[config.mk]
export PLATFORM = sky130hd
export DESIGN_NAME = nec_div_ctrl
export DESIGN_NICKNAME = d
export VERILOG_FILES = /design/src/rtl/nec_div_ctrl.sv
export SDC_FILE = /design/constraint.sdc
export NUM_CORES = 1
export LEC_CHECK = 0
export CORE_MARGIN = 2
export CORE_UTILIZATION = 40
export DETAILED_ROUTE_END_ITERATION = 8
export GPL_ROUTABILITY_DRIVEN = 0
export PLACE_DENSITY = 0.7
export REMOVE_ABC_BUFFERS = 1
export SYNTH_ARGS = -nofsm -noshare
export SYNTH_HDL_FRONTEND = slang
export SYNTH_SLANG_ARGS = --single-unit
[constraint.sdc]
create_clock -name clk -period 3.79 [get_ports clk]
set_clock_uncertainty 0.2 [all_clocks]
set_input_delay 0.379 -clock clk [delete_from_list [all_inputs] [get_ports clk]]
set_output_delay 0.379 -clock clk [all_outputs]
set_load 0.01 [all_outputs]
[src/rtl/nec_div_ctrl.sv]
// rtl/nec_div_ctrl.sv - DIVU/DIV sequencer between execute microcode and the shared divider datapath
module nec_div_ctrl #(
  parameter int LAT_BYTE = 19,
  parameter int LAT_WORD = 35
) (
  input  logic        clk,
  input  logic        reset_n,
  input  logic        ce,
  input  logic        flush,
  input  logic        req,
  input  logic [1:0]  op,
  input  logic [31:0] dividend,
  input  logic [15:0] divisor,
  output logic        busy,
  output logic        done,
  output logic        div_error,
  output logic [15:0] quotient,
  output logic [15:0] remainder,
  output logic        div_start,
  output logic        div_reset,
  output logic        div_wide,
  output logic [32:0] div_a,
  output logic [32:0] div_b,
  input  logic        div_done,
  input  logic        div_overflow,
  input  logic        div_dbz,
  input  logic [15:0] div_quot,
  input  logic [15:0] div_rem
);

  typedef enum logic [1:0] {S_IDLE, S_START, S_WAIT, S_FINISH} state_t;

  localparam logic [6:0] LP_LAT_B = 7'(LAT_BYTE);
  localparam logic [6:0] LP_LAT_W = 7'(LAT_WORD);

  state_t      r_state, w_state_nxt;
  logic [5:0]  r_cnt;
  logic [1:0]  r_op;
  logic        r_seen, r_err_cap, r_err_flag, r_div_reset;
  logic [15:0] r_qcap, r_rcap, r_quot, r_rem;
  logic [32:0] r_a, r_b;

  logic [32:0] w_a_nxt, w_b_nxt;
  logic [6:0]  w_cnt_inc, w_lat;
  logic        w_have, w_err_now, w_err_fin;
  logic [15:0] w_q_fin, w_r_fin;

  always_comb begin
    w_a_nxt = '0;
    w_b_nxt = '0;
    case (op)
      2'b00: begin
        w_a_nxt = {17'b0, dividend[15:0]};
        w_b_nxt = {25'b0, divisor[7:0]};
      end
      2'b01: begin
        w_a_nxt = {{17{dividend[15]}}, dividend[15:0]};
        w_b_nxt = {{25{divisor[7]}}, divisor[7:0]};
      end
      2'b10: begin
        w_a_nxt = {1'b0, dividend};
        w_b_nxt = {17'b0, divisor};
      end
      default: begin
        w_a_nxt = {dividend[31], dividend};
        w_b_nxt = {{17{divisor[15]}}, divisor};
      end
    endcase
  end

  // Byte results must fit 8 bits; signed word results must carry the expected sign.
  always_comb begin
    w_err_now = div_dbz | div_overflow;
    if (!r_op[1]) begin
      if (r_op[0]) w_err_now = w_err_now | ~((&div_quot[15:7]) | ~(|div_quot[15:7]));
      else         w_err_now = w_err_now | (|div_quot[15:8]);
    end else if (r_op[0]) begin
      w_err_now = w_err_now | ((div_quot != 16'h0000) && (div_quot[15] != (r_a[32] ^ r_b[32])));
    end
  end

  assign w_have    = r_seen | div_done;
  assign w_cnt_inc = {1'b0, r_cnt} + 7'd1;
  assign w_lat     = r_op[1] ? LP_LAT_W : LP_LAT_B;
  assign w_err_fin = r_seen ? r_err_cap : w_err_now;
  assign w_q_fin   = r_seen ? r_qcap : div_quot;
  assign w_r_fin   = r_seen ? r_rcap : div_rem;

  always_comb begin
    w_state_nxt = r_state;
    busy        = (r_state != S_IDLE);
    done        = (r_state == S_FINISH);
    div_start   = (r_state == S_START);
    if (ce) begin
      case (r_state)
        S_IDLE:   if (req && !flush) w_state_nxt = S_START;
        S_START:  w_state_nxt = flush ? S_IDLE : S_WAIT;
        S_WAIT: begin
          if (flush)                          w_state_nxt = S_IDLE;
          else if (w_have && w_cnt_inc >= w_lat) w_state_nxt = S_FINISH;
        end
        default:  w_state_nxt = S_IDLE;
      endcase
    end
  end

  always_ff @(posedge clk or negedge reset_n) begin
    if (!reset_n) begin
      r_state     <= S_IDLE;
      r_cnt       <= '0;
      r_op        <= '0;
      r_seen      <= 1'b0;
      r_err_cap   <= 1'b0;
      r_err_flag  <= 1'b0;
      r_div_reset <= 1'b0;
      r_qcap      <= '0;
      r_rcap      <= '0;
      r_quot      <= '0;
      r_rem       <= '0;
      r_a         <= '0;
      r_b         <= '0;
    end else if (ce) begin
      r_state     <= w_state_nxt;
      r_div_reset <= flush && (r_state != S_IDLE);
      case (r_state)
        S_IDLE: begin
          if (req && !flush) begin
            r_op       <= op;
            r_a        <= w_a_nxt;
            r_b        <= w_b_nxt;
            r_cnt      <= 6'd1;
            r_seen     <= 1'b0;
            r_err_cap  <= 1'b0;
            r_err_flag <= 1'b0;
          end
        end
        S_START: r_cnt <= r_cnt + 6'd1;
        S_WAIT: begin
          if (r_cnt != 6'd63) r_cnt <= r_cnt + 6'd1;
          if (div_done && !r_seen) begin
            r_seen    <= 1'b1;
            r_err_cap <= w_err_now;
            r_qcap    <= div_quot;
            r_rcap    <= div_rem;
          end
          if (w_state_nxt == S_FINISH) begin
            r_err_flag <= w_err_fin;
            if (!w_err_fin) begin
              r_quot <= r_op[1] ? w_q_fin : {8'h00, w_q_fin[7:0]};
              r_rem  <= r_op[1] ? w_r_fin : {8'h00, w_r_fin[7:0]};
            end
          end
        end
        default: ;
      endcase
    end
  end

  assign div_error = done & r_err_flag;
  assign quotient  = r_quot;
  assign remainder = r_rem;
  assign div_reset = r_div_reset;
  assign div_wide  = r_op[1];
  assign div_a     = r_a;
  assign div_b     = r_b;

endmodule

==> impl_metrics.csv, run 1 <==
group,metric,value,unit
synthesis,synthArstFlopShare,100.0,%
power,ir_drop,0.0004441,V
detailed_routing,wl_met1,7146,microns
die,dieArea,16500,sq um
final_layout,area_growth,40.65,%
final_layout,final_area,8715,sq um
clock_network,cts_sinks,128,
clock_network,cts_root_buffer,"clkbuf_16",
placed_design,portBuffers,193,
detailed_routing,dr_wl_met2,7438,microns
synthesis,synth.top_cell.area_share,51.70,%
hold_path,hold_path_class,"flip-flop to flip-flop",
synthesis,yosysUniqueCellTypes,47,
final_layout,drive_gt1_share,17.76,%
sta,finalSetupViolCount,0,
clock_network,numCtsBuffers,17,
sta,period_minus_slack,3.437,ns
clock_network,clock_latency,0.42,ns
critical_path,startpoint_type,"flip-flop",
synthesis,synth_top_cell_by_area,"dfrtp_1",
detailed_routing,top_layer,"met4",
critical_path,crit_fanout,32,
grt,grt_pass1_wl,25740,microns
sta,fin_crit_sh,90.69,%
critical_path,critPathArrivalTime,3.53,ns
grt,first_global_vias,5039,
synthesis,syn_area_per_cell,10.87,sq um
placed_design,placed_area,8160,sq um
critical_path,crit_path_top_delay_cell,"dfrtp_1",
synthesis,synth-seq-cells,128,
grt,grtUsageTotal,20.05,%
flow_run,max_cap_viol_count,0,
sta,relSlewSlack,43.07,%
final_layout,nFillCells,1253,
power,p_leak,0.003874,uW
die,fp.dieH,128.5,microns
detailed_routing,wirelength,16240,microns
critical_path,required,3.89,ns
status,status,"complete, no violations",
clock_network,cts_max_level,4,
synthesis,ys.flop_type,"dfrtp_1",
sta,rsz0062_at_grt,"no",
sta,fin_tns_setup,0,ns
die,num_rows,45,
clock_network,cts_tree,"yes",
clock_network,clock_path_buffers,2,
die,start_util,40.91,%
detailed_routing,antenna_left,0,
detailed_routing,post_drt_wl_per_cell,17.13,microns
synthesis,synth_edf_count,0,
power,power,5793,uW
die,ioPinCount,194,
detailed_routing,first_iter_violations,209,
power,p_per_area,664.8,nW/um^2
detailed_routing,vias,4829,
synthesis,synthTopCellsByArea,"dfrtp_1 (52%), mux2_2 (9.3%), nand2_1 (7.6%), mux2_4 (7.3%), nand3_1 (3.4%)",
grt,antenna_found_initial,0,
clock_network,cts.reportedPaths.clkPinSlew,0.06,ns
synthesis,syn-cell-area,6196,sq um
clock_network,cts_resized,0,
sta,hold_viol,0,
placed_design,place_ws,0.1729,ns
clock_network,cts_hold_buf,1,
critical_path,cp-end-kind,"flip-flop",
critical_path,path_common_cell,"ha_1",
sta,hold_ws,0.2783,ns
detailed_routing,firstDrtPassIters,4,
detailed_routing,dr_wl_met3,1473,microns
grt,grt-ovfl-total,0,
critical_path,critPathKind,"flip-flop to flip-flop",
critical_path,path_cells,"ha_1 > nand3_1 > xnor2_1 > ha_1 > o311ai_0 > a31o_2 > or2_2 > a221oi_4 > buf_12 > mux2_2",
synthesis,synth-seq-area-share,51.70,%
final_layout,antenna_cells,0,
final_layout,final_nets,845,
detailed_routing,routed_via_density,5.094,
sta,setup_ws,0.3530,ns
sta,fmax,291.0,MHz
placed_design,hpwl,11400,microns
critical_path,max_stage_delay,0.47,ns
synthesis,ys.warnings.count,0,
die,core-area,15150,sq um
grt,grt_max_degree,94,
sta,slew_viol_final,0,
detailed_routing,drc_errors,0,
sta,worst-slew-pin-transition,0.8539,ns
die,dieWidth,128.5,microns
synthesis,syn_inst,570,
clock_network,post_cts_buffers,0,
[metal layers]
metal,vias to the layer above,track usage [%]
met5,-,0
met4,0,5.818
met3,13,8.732
met2,175,32.85
met1,2353,24.12
li1,2288,-
[where the power goes]
group	internal [uW]	switching, uW
registers	1860	320
clock network	862	639
logic	1160	954
total	3880	1910
[per-stage QoR]
| stage | std cells | utilization (%) |
|---|---|---|
| final | 948 | 57.54 |
| after global routing | 948 | 57.54 |
| after CTS | 948 | 57.54 |
| after detailed placement | 915 | 53.88 |
| after global placement | 915 | 53.88 |
| after floorplan | 522 | - |
[synth_stat cells, drive strengths merged, types with 2 or more instances]
master and n:
dfrtp 128, nand2 126, mux2 81, nand3 42
buf 24, clkbuf 24, nor2 23, o21ai 20
a21oi 17, mux2i 16, ha 8, inv 7
nand4 6, nor2b 5, and2 3, nor4 3
or3 3, a31o 2, a31oi 2, and3 2
nand2b 2, nor3 2, o211ai 2, xnor2 2
xor2 2
[worst max-delay path, delay by kind of cell (launching register included)]
family / cells / cell delay, ns
flip-flops: 1 / 0.47
AND/OR/NAND/NOR: 2 / 0.45
AO/OA/AOI/OAI: 3 / 0.71
adder cells (fa/ha/maj): 2 / 0.64
multiplexers: 1 / 0.37
buffers and inverters: 1 / 0.29
XOR/XNOR: 1 / 0.16
[registers in the layout, indices dropped and copies added, names as in the netlist]
register and count:
div_reset 1, remainder 16, r_seen 1, r_state 2
r_err_cap 1, div_b 17, r_rcap 16, r_err_flag 1
r_op 2, div_a 33, r_qcap 16, r_cnt 6
quotient 16
[cells by family (layout without fill, tap and decap cells)]
family,Yosys count,after routing,share of synthesized area (%)
buf+inv,56,246,5.614
compound gates,53,53,5.372
simple gates,224,224,16.01
xor+xnor,4,4,0.5655
flops,128,128,51.70
mux,97,97,19.12
fa+ha+maj,8,8,1.616
[layout make-up]
class | count | area [sq um] | area share (%)
inverter | 8 | 30.03 | 0.3446
timing repair buffer | 206 | 2046 | 23.47
multi-input combinational | 386 | 2655 | 30.47
clock buffer | 19 | 442.9 | 5.083
tap | 188 | 235.2 | 2.699
sequential | 128 | 3204 | 36.77
clock inverter | 13 | 101.3 | 1.163
[placed cells by master (no fill, tap or decap), types with 8 or more instances in the layout]
master           instances
nand2_1                126
mux2i_1                 16
clkbuf_16               17
dfrtp_1                127
mux2_2                  51
mux2_4                  30
clkdlybuf4s50_1        192
a21oi_1                 17
nand3_1                 40
ha_1                     8
buf_4                   11
nor2_1                  23
o21ai_0                 20
[path summary, 6_finish.rpt]
path                                start             to  slack [ns]  cells after the start
worst min-delay path            div_b[10]      div_b[10]        0.28                      2
worst max register to register   r_cnt[0]   quotient[15]        0.35                     10
worst max-delay path             r_cnt[0]   quotient[15]        0.35                     10
max in group asynchronous         reset_n      r_rcap[4]        2.16                      3
min in group asynchronous         reset_n  remainder[14]        0.42                      2
worst min register to register  div_b[10]      div_b[10]        0.28                      2
Note: power is estimated with default switching activity, not from simulation.
==> run 2, diff against run 1 <==
Settings changed: ABC_AREA set to 1, DONT_BUFFER_PORTS set to 1, PLACE_DENSITY 0.7 to unset.
==> run 2 against run 1 <==
Sequential cell count unchanged. Synthesized cell count up 20%. Cell area down 15%. Sequential power up 9.2%. Die area down 3.7%. Setup slack better by 0.32 ns. Via count down 0.23%. Final cell count down 0.63%. Non-clock buffer count down 114. Count of clock-buffer cells in the layout up 1. Combinational power down 45%. Sequential share of layout area up 6.3 points. Critical endpoint is now remainder[9].
==> impl_metrics.csv, run 2 <==
group,metric,value,unit
status,status,"complete, no violations",
critical_path,r2r_start,"r_op[1]",
clock_network,numCtsBuffers,17,
synthesis,yosys.cell_count.top_type,"nand2_1",
synthesis,synth_edf_count,0,
detailed_routing,antenna_left,0,
sta,fin_crit_sh,82.30,%
critical_path,critPathArrivalTime,3.22,ns
die,ioPinCount,194,
detailed_routing,drc_errors,0,
die,num_rows,44,
detailed_routing,post_drt_wl_per_cell,16.42,microns
critical_path,r2r_slack,0.67,ns
clock_network,cts_root_buffer,"clkbuf_16",
die,start_util,40.99,%
critical_path,r2r_cells,15,
sta,relSlewSlack,35.78,%
final_layout,final_common_cell,"nand2_1",
sta,setup_ws,0.6708,ns
critical_path,max_stage_delay,0.64,ns
final_layout,final_nets,843,
sta,hold_viol,0,
final_layout,antenna_cells,0,
detailed_routing,first_iter_violations,206,
grt,grtUsageTotal,19.91,%
critical_path,path_cells,"inv_1 > ha_1 > nand2_1 > nand2_1 > nand2_1 > nand2_1 > nand2_1 > nand2_1 > nand2_1 > nand2_2 > nand2_4 > nor2_8 > nand2_8 > nand2_1 > nand2_1",
critical_path,crit_fanout,33,
final_layout,nFillCells,1337,
synthesis,synthArstFlopShare,100.0,%
synthesis,syn-cell-area,5957,sq um
hold_path,hold_path_class,"input port to flip-flop",
clock_network,cts_sinks,128,
sta,fmax,320.6,MHz
placed_design,portBuffers,0,
synthesis,yosysUniqueCellTypes,37,
clock_network,clock_path_buffers,2,
power,p_per_area,710.6,nW/um^2
grt,first_global_vias,4911,
flow_run,max_cap_viol_count,0,
critical_path,reg2reg_to,"remainder[9]",
clock_network,cts_max_level,4,
grt,grt_max_degree,129,
placed_design,hpwl,9784,microns
critical_path,critPathKind,"flip-flop to flip-flop",
synthesis,synthTopCellsByArea,"dfrtp_1 (54%), nand2_1 (16%), o21ai_0 (4.7%), nand3_1 (3.8%), inv_1 (2.8%)",
clock_network,cts_tree,"yes",
final_layout,largest_reg_flops,33,
placed_design,place_ws,0.6476,ns
sta,finalSetupViolCount,0,
synthesis,ys.warnings.count,0,
clock_network,clock_latency,0.41,ns
critical_path,required,3.89,ns
final_layout,area_growth,24.81,%
synthesis,syn_inst,684,
critical_path,cp-startpoint,"r_op[1]",
sta,slew_viol_final,0,
synthesis,synth_top_cell_by_area,"dfrtp_1",
sta,hold_ws,0.02713,ns
critical_path,cp-end-kind,"flip-flop",
grt,grt-ovfl-total,0,
final_layout,drive_gt1_share,9.103,%
detailed_routing,wirelength,15470,microns
detailed_routing,routed_via_density,5.115,
grt,antenna_found_initial,0,
power,power,5283,uW
sta,period_minus_slack,3.119,ns
critical_path,endpoint,"remainder[9]",
final_layout,final_core_util,51.15,%
synthesis,synth-seq-cells,128,
power,ir_drop,0.0003546,V
clock_network,cts.reportedPaths.clkPinSlew,0.06,ns
detailed_routing,firstDrtPassIters,7,
critical_path,crit_path_top_delay_cell,"dfrtp_1",
sta,worst-slew-pin-transition,0.9599,ns
final_layout,mostFrequentLayoutCells,"nand2_1 (251), dfrtp_1 (127), dlygate4sd3_1 (83), o21ai_0 (56), nand3_1 (45)",
detailed_routing,vias,4818,
synthesis,ys.flop_type,"dfrtp_1",
clock_network,post_cts_buffers,0,
die,dieArea,15880,sq um
die,core-area,14530,sq um
die,fp.dieH,126.0,microns
synthesis,synth_common_cells,"nand2_1 (252), dfrtp_1 (128), o21ai_0 (56)",
power,p_leak,0.003720,uW
die,dieWidth,126.0,microns
sta,fin_tns_setup,0,ns
synthesis,synth.top_cell.area_share,53.77,%
critical_path,path_common_cell,"nand2_1",
critical_path,startpoint_type,"flip-flop",
grt,grt_pass1_wl,25080,microns
sta,rsz0062_at_grt,"no",
synthesis,synth-seq-area-share,53.77,%
synthesis,syn_area_per_cell,8.709,sq um
run 2: worst min path at each step:
stage,startpoint,cells past startpoint,to,slack (ns)
after floorplan,reset_n,0,div_a[0],-0.12
after global placement,reset_n,0,quotient[0],-0.11
after detailed placement,reset_n,0,quotient[0],-0.11
after CTS,div_rem[8],4,remainder[8],0.01
after global routing,div_rem[14],4,remainder[14],0.03
final,div_rem[8],4,remainder[8],0.03
run 2: cells by family after synthesis:
kind of cell / share of synthesized area, %
compound gates: 10.21
xor+xnor: 0.4412
fa+ha+maj: 1.680
buf+inv: 8.465
flops: 53.77
mux: 1.512
simple gates: 23.92
run 2: worst max-delay path: cells and delay by family, from the launching register on:
family | cells | cell delay [ns]
adders and majority gates | 1 | 0.39
DFF | 1 | 0.64
and+or+nand+nor | 13 | 1.41
buffers and inverters | 1 | 0.36
run 2: area by class of cell:
class	count	area [sq um]	area share (%)
Sequential cell	128	3204	43.10
Multi-Input combinational cell	455	2252	30.29
Timing Repair Buffer	92	918.4	12.35
Clock buffer	20	456.7	6.143
Tap cell	184	230.2	3.097
Inverter	51	191.4	2.575
Clock inverter	12	181.4	2.440
run 2: power breakdown:
| group | total [uW] | switching (uW) | leakage, uW | internal, uW |
|---|---|---|---|---|
| Combinational | 1160 | 688 | 0.00176 | 469 |
| Clock | 1750 | 610 | 0.000299 | 1140 |
| Sequential | 2380 | 519 | 0.00166 | 1860 |
run 2: timing repair:
action	4_1_cts	5_1_grt
hold buffers	84	0
hold endpoints to repair	211	0
gates resized for setup	0	0
run 2: metal layers:
layer	wire length, microns	global-route usage [%]	up-vias
met5	0	0	-
met4	263	7.757	0
met3	1301	6.882	15
met2	7465	32.42	212
met1	6442	24.41	2263
li1	-	-	2328
run 2: metrics by stage:
stage	area, sq um	cells
global route	7435	942
finish	7435	942
floorplan	5644	634
CTS	7435	942
detailed placement	5938	826
global placement	5938	826
==> run 3, diff against run 2 <==
Clock period 3.79 ns to 2.9 ns, I/O delays scaled along.
==> run 3 against run 2 <==
The run now ends with negative hold slack left. Sequential share of layout area is 1.1 points lower. Count of clock-buffer cells in the layout did not move. Wire length rose by 4.8%. Critical path depth is 7 higher. Sequential power rose by 29%. Maximum frequency grew 17%. Combinational power grew 40%.
==> impl_metrics.csv, run 3 (synthesized netlist as in run 2, its figures left out) <==
group,metric,value,unit
status,status,"finished, violations left",
status,violations,"negative hold slack",
die,fp.dieH,126.0,microns
sta,period_minus_slack,2.666,ns
power,ir_drop,0.0005189,V
critical_path,required,3.05,ns
flow_run,max_cap_viol_count,0,
placed_design,dpl.cell_count,834,
placed_design,portBuffers,0,
critical_path,cp-startpoint,"r_cnt[0]",
final_layout,instances_no_fill,957,
sta,hold_ws,-0.6264,ns
critical_path,r2r_slack,0.23,ns
grt,met3_usage,7.774,%
detailed_routing,first_iter_violations,280,
die,num_rows,44,
sta,worst-slew-pin-transition,0.5931,ns
detailed_routing,drc_errors,0,
final_layout,area_growth,28.29,%
grt,grt_pass1_wl,25810,microns
grt,grt_use_met2,34.00,%
clock_network,cts_tree,"yes",
placed_design,hpwl,10150,microns
critical_path,crit_fanout,16,
critical_path,endpoint,"remainder[2]",
die,dieArea,15880,sq um
detailed_routing,vias,5016,
final_layout,antenna_cells,0,
clock_network,cts_hold_buf,85,
critical_path,startpoint_type,"flip-flop",
detailed_routing,routed_via_density,5.241,
critical_path,critPathArrivalTime,2.82,ns
sta,finalSetupViolCount,0,
final_layout,largest_reg_flops,33,
clock_network,cts_root_buffer,"clkbuf_16",
clock_network,numCtsBuffers,17,
die,core-area,14530,sq um
critical_path,crit_buf_inv,4,
detailed_routing,wirelength,16220,microns
critical_path,crit_path_top_delay_cell,"dfrtp_2",
die,dieWidth,126.0,microns
sta,relSlewSlack,60.33,%
final_layout,final_nets,858,
power,p_per_area,914.1,nW/um^2
final_layout,drive_gt1_share,11.25,%
final_layout,mostFrequentLayoutCells,"nand2_1 (251), dfrtp_1 (124), dlygate4sd3_1 (85), o21ai_0 (55), nand3_1 (45)",
sta,fin_tns_setup,0,ns
grt,gr-usage-met1,25.04,%
clock_network,cts_max_level,4,
critical_path,critical_path.top_delay_family,"simple AND/OR/NAND/NOR gates",
critical_path,path_common_cell,"nand2_1",
hold_path,hold_path_class,"input port to async pin",
critical_path,reg2reg_to,"remainder[2]",
grt,first_global_vias,5041,
critical_path,critPathKind,"flip-flop to flip-flop",
final_layout,final_common_cell,"nand2_1",
critical_path,path_cells,"buf_4 > inv_1 > ha_1 > o21bai_1 > nor2_1 > nand2_1 > nand2_1 > nand2_1 > nand2_1 > nand2_1 > nand2_1 > nand2_1 > nand2_1 > nand2_1 > nand2_1 > nand2_2 > nand2_4 > nor2_8 > buf_12 > clkbuf_16 > nand3_1 > nand2_1",
clock_network,clock_path_buffers,2,
critical_path,r2r_cells,22,
power,p_leak,0.003800,uW
critical_path,path_depth,22,
critical_path,r2r_start,"r_cnt[0]",
critical_path,max_stage_delay,0.45,ns
sta,slew_viol_final,0,
grt,antenna_found_initial,0,
detailed_routing,antenna_left,0,
grt,busiest_layer,"met2",
clock_network,clock_latency,0.41,ns
die,start_util,40.99,%
grt,grt_max_degree,129,
clock_network,cts_sinks,128,
sta,hold_viol,128,
sta,fin_crit_sh,91.93,%
clock_network,cts.reportedPaths.clkPinSlew,0.06,ns
detailed_routing,post_drt_wl_per_cell,16.95,microns
grt,grt-ovfl-total,0,
detailed_routing,firstDrtPassIters,5,
final_layout,nFillCells,1307,
sta,fmax,375.1,MHz
die,ioPinCount,194,
grt,grtUsageTotal,20.65,%
critical_path,cp-end-kind,"flip-flop",
==> run 3: cell count changes in the layout (fill, tap and decap cells not counted), moves of 2 or more <==
cell / delta
buf_4: +7
buf_12: +4
nand2_8: +2
dfrtp_1: -3
clkinvlp_4: -3
dlygate4sd3_1: +2
dfrtp_2: +3
clkinv_4: +2
==> run 3: final cells by class <==
cell class / count / area [sq um] / area share [%]
clock buffer: 20 / 456.7 / 5.976
clock inverter: 12 / 181.4 / 2.374
inverter: 51 / 191.4 / 2.505
multi-input combinational: 457 / 2306 / 30.17
sequential: 128 / 3208 / 41.98
tap: 184 / 230.2 / 3.012
timing repair buffer: 105 / 1069 / 13.98
==> run 3: stage by stage <==
step / setup WS [ns] / hold slack [ns] / cell area (sq um) / power, uW / utilization [%]
global placement: 0.3151 / -0.1993 / 6023 / 4488 / 41.44
finish: 0.2341 / -0.6264 / 7642 / 6986 / 52.58
global route: -0.004664 / -0.6495 / 7642 / 7451 / 52.58
CTS: 0.1989 / -0.6474 / 7512 / 6988 / 51.69
floorplan: -0.6105 / -0.2056 / 5644 / 4068 / -
detailed placement: 0.2034 / -0.1993 / 6023 / 4564 / 41.44
==> run 3: worst min-delay path by stage <==
stage	endpoint	slack, ns	cells past startpoint	start
after floorplan	div_a[0]	-0.21	0	reset_n
after global placement	quotient[4]	-0.20	0	reset_n
after detailed placement	quotient[0]	-0.20	0	reset_n
after CTS	div_a[9]	-0.65	0	reset_n
after global routing	quotient[4]	-0.65	0	reset_n
final	quotient[4]	-0.63	0	reset_n
==> run 3: where the power goes <==
part	switching, uW	total [uW]	internal (uW)	leakage, uW
combinational	956	1620	662	0.00183
clock	798	2290	1490	0.000311
sequential	648	3080	2430	0.00166
total	2400	6990	4580	0.00380
==> run 3: repair_timing <==
action,4_1_cts,5_1_grt
endpoints found under the setup margin,0,32
resized for setup,0,9
buffers inserted,0,3
hold endpoints to repair,244,128
==> run 3: metal layers <==
metal  part of all wire, %  wire [microns]
met5                     0               0
met4                   2.2             349
met3                   8.8            1427
met2                    49            7869
met1                    41            6572
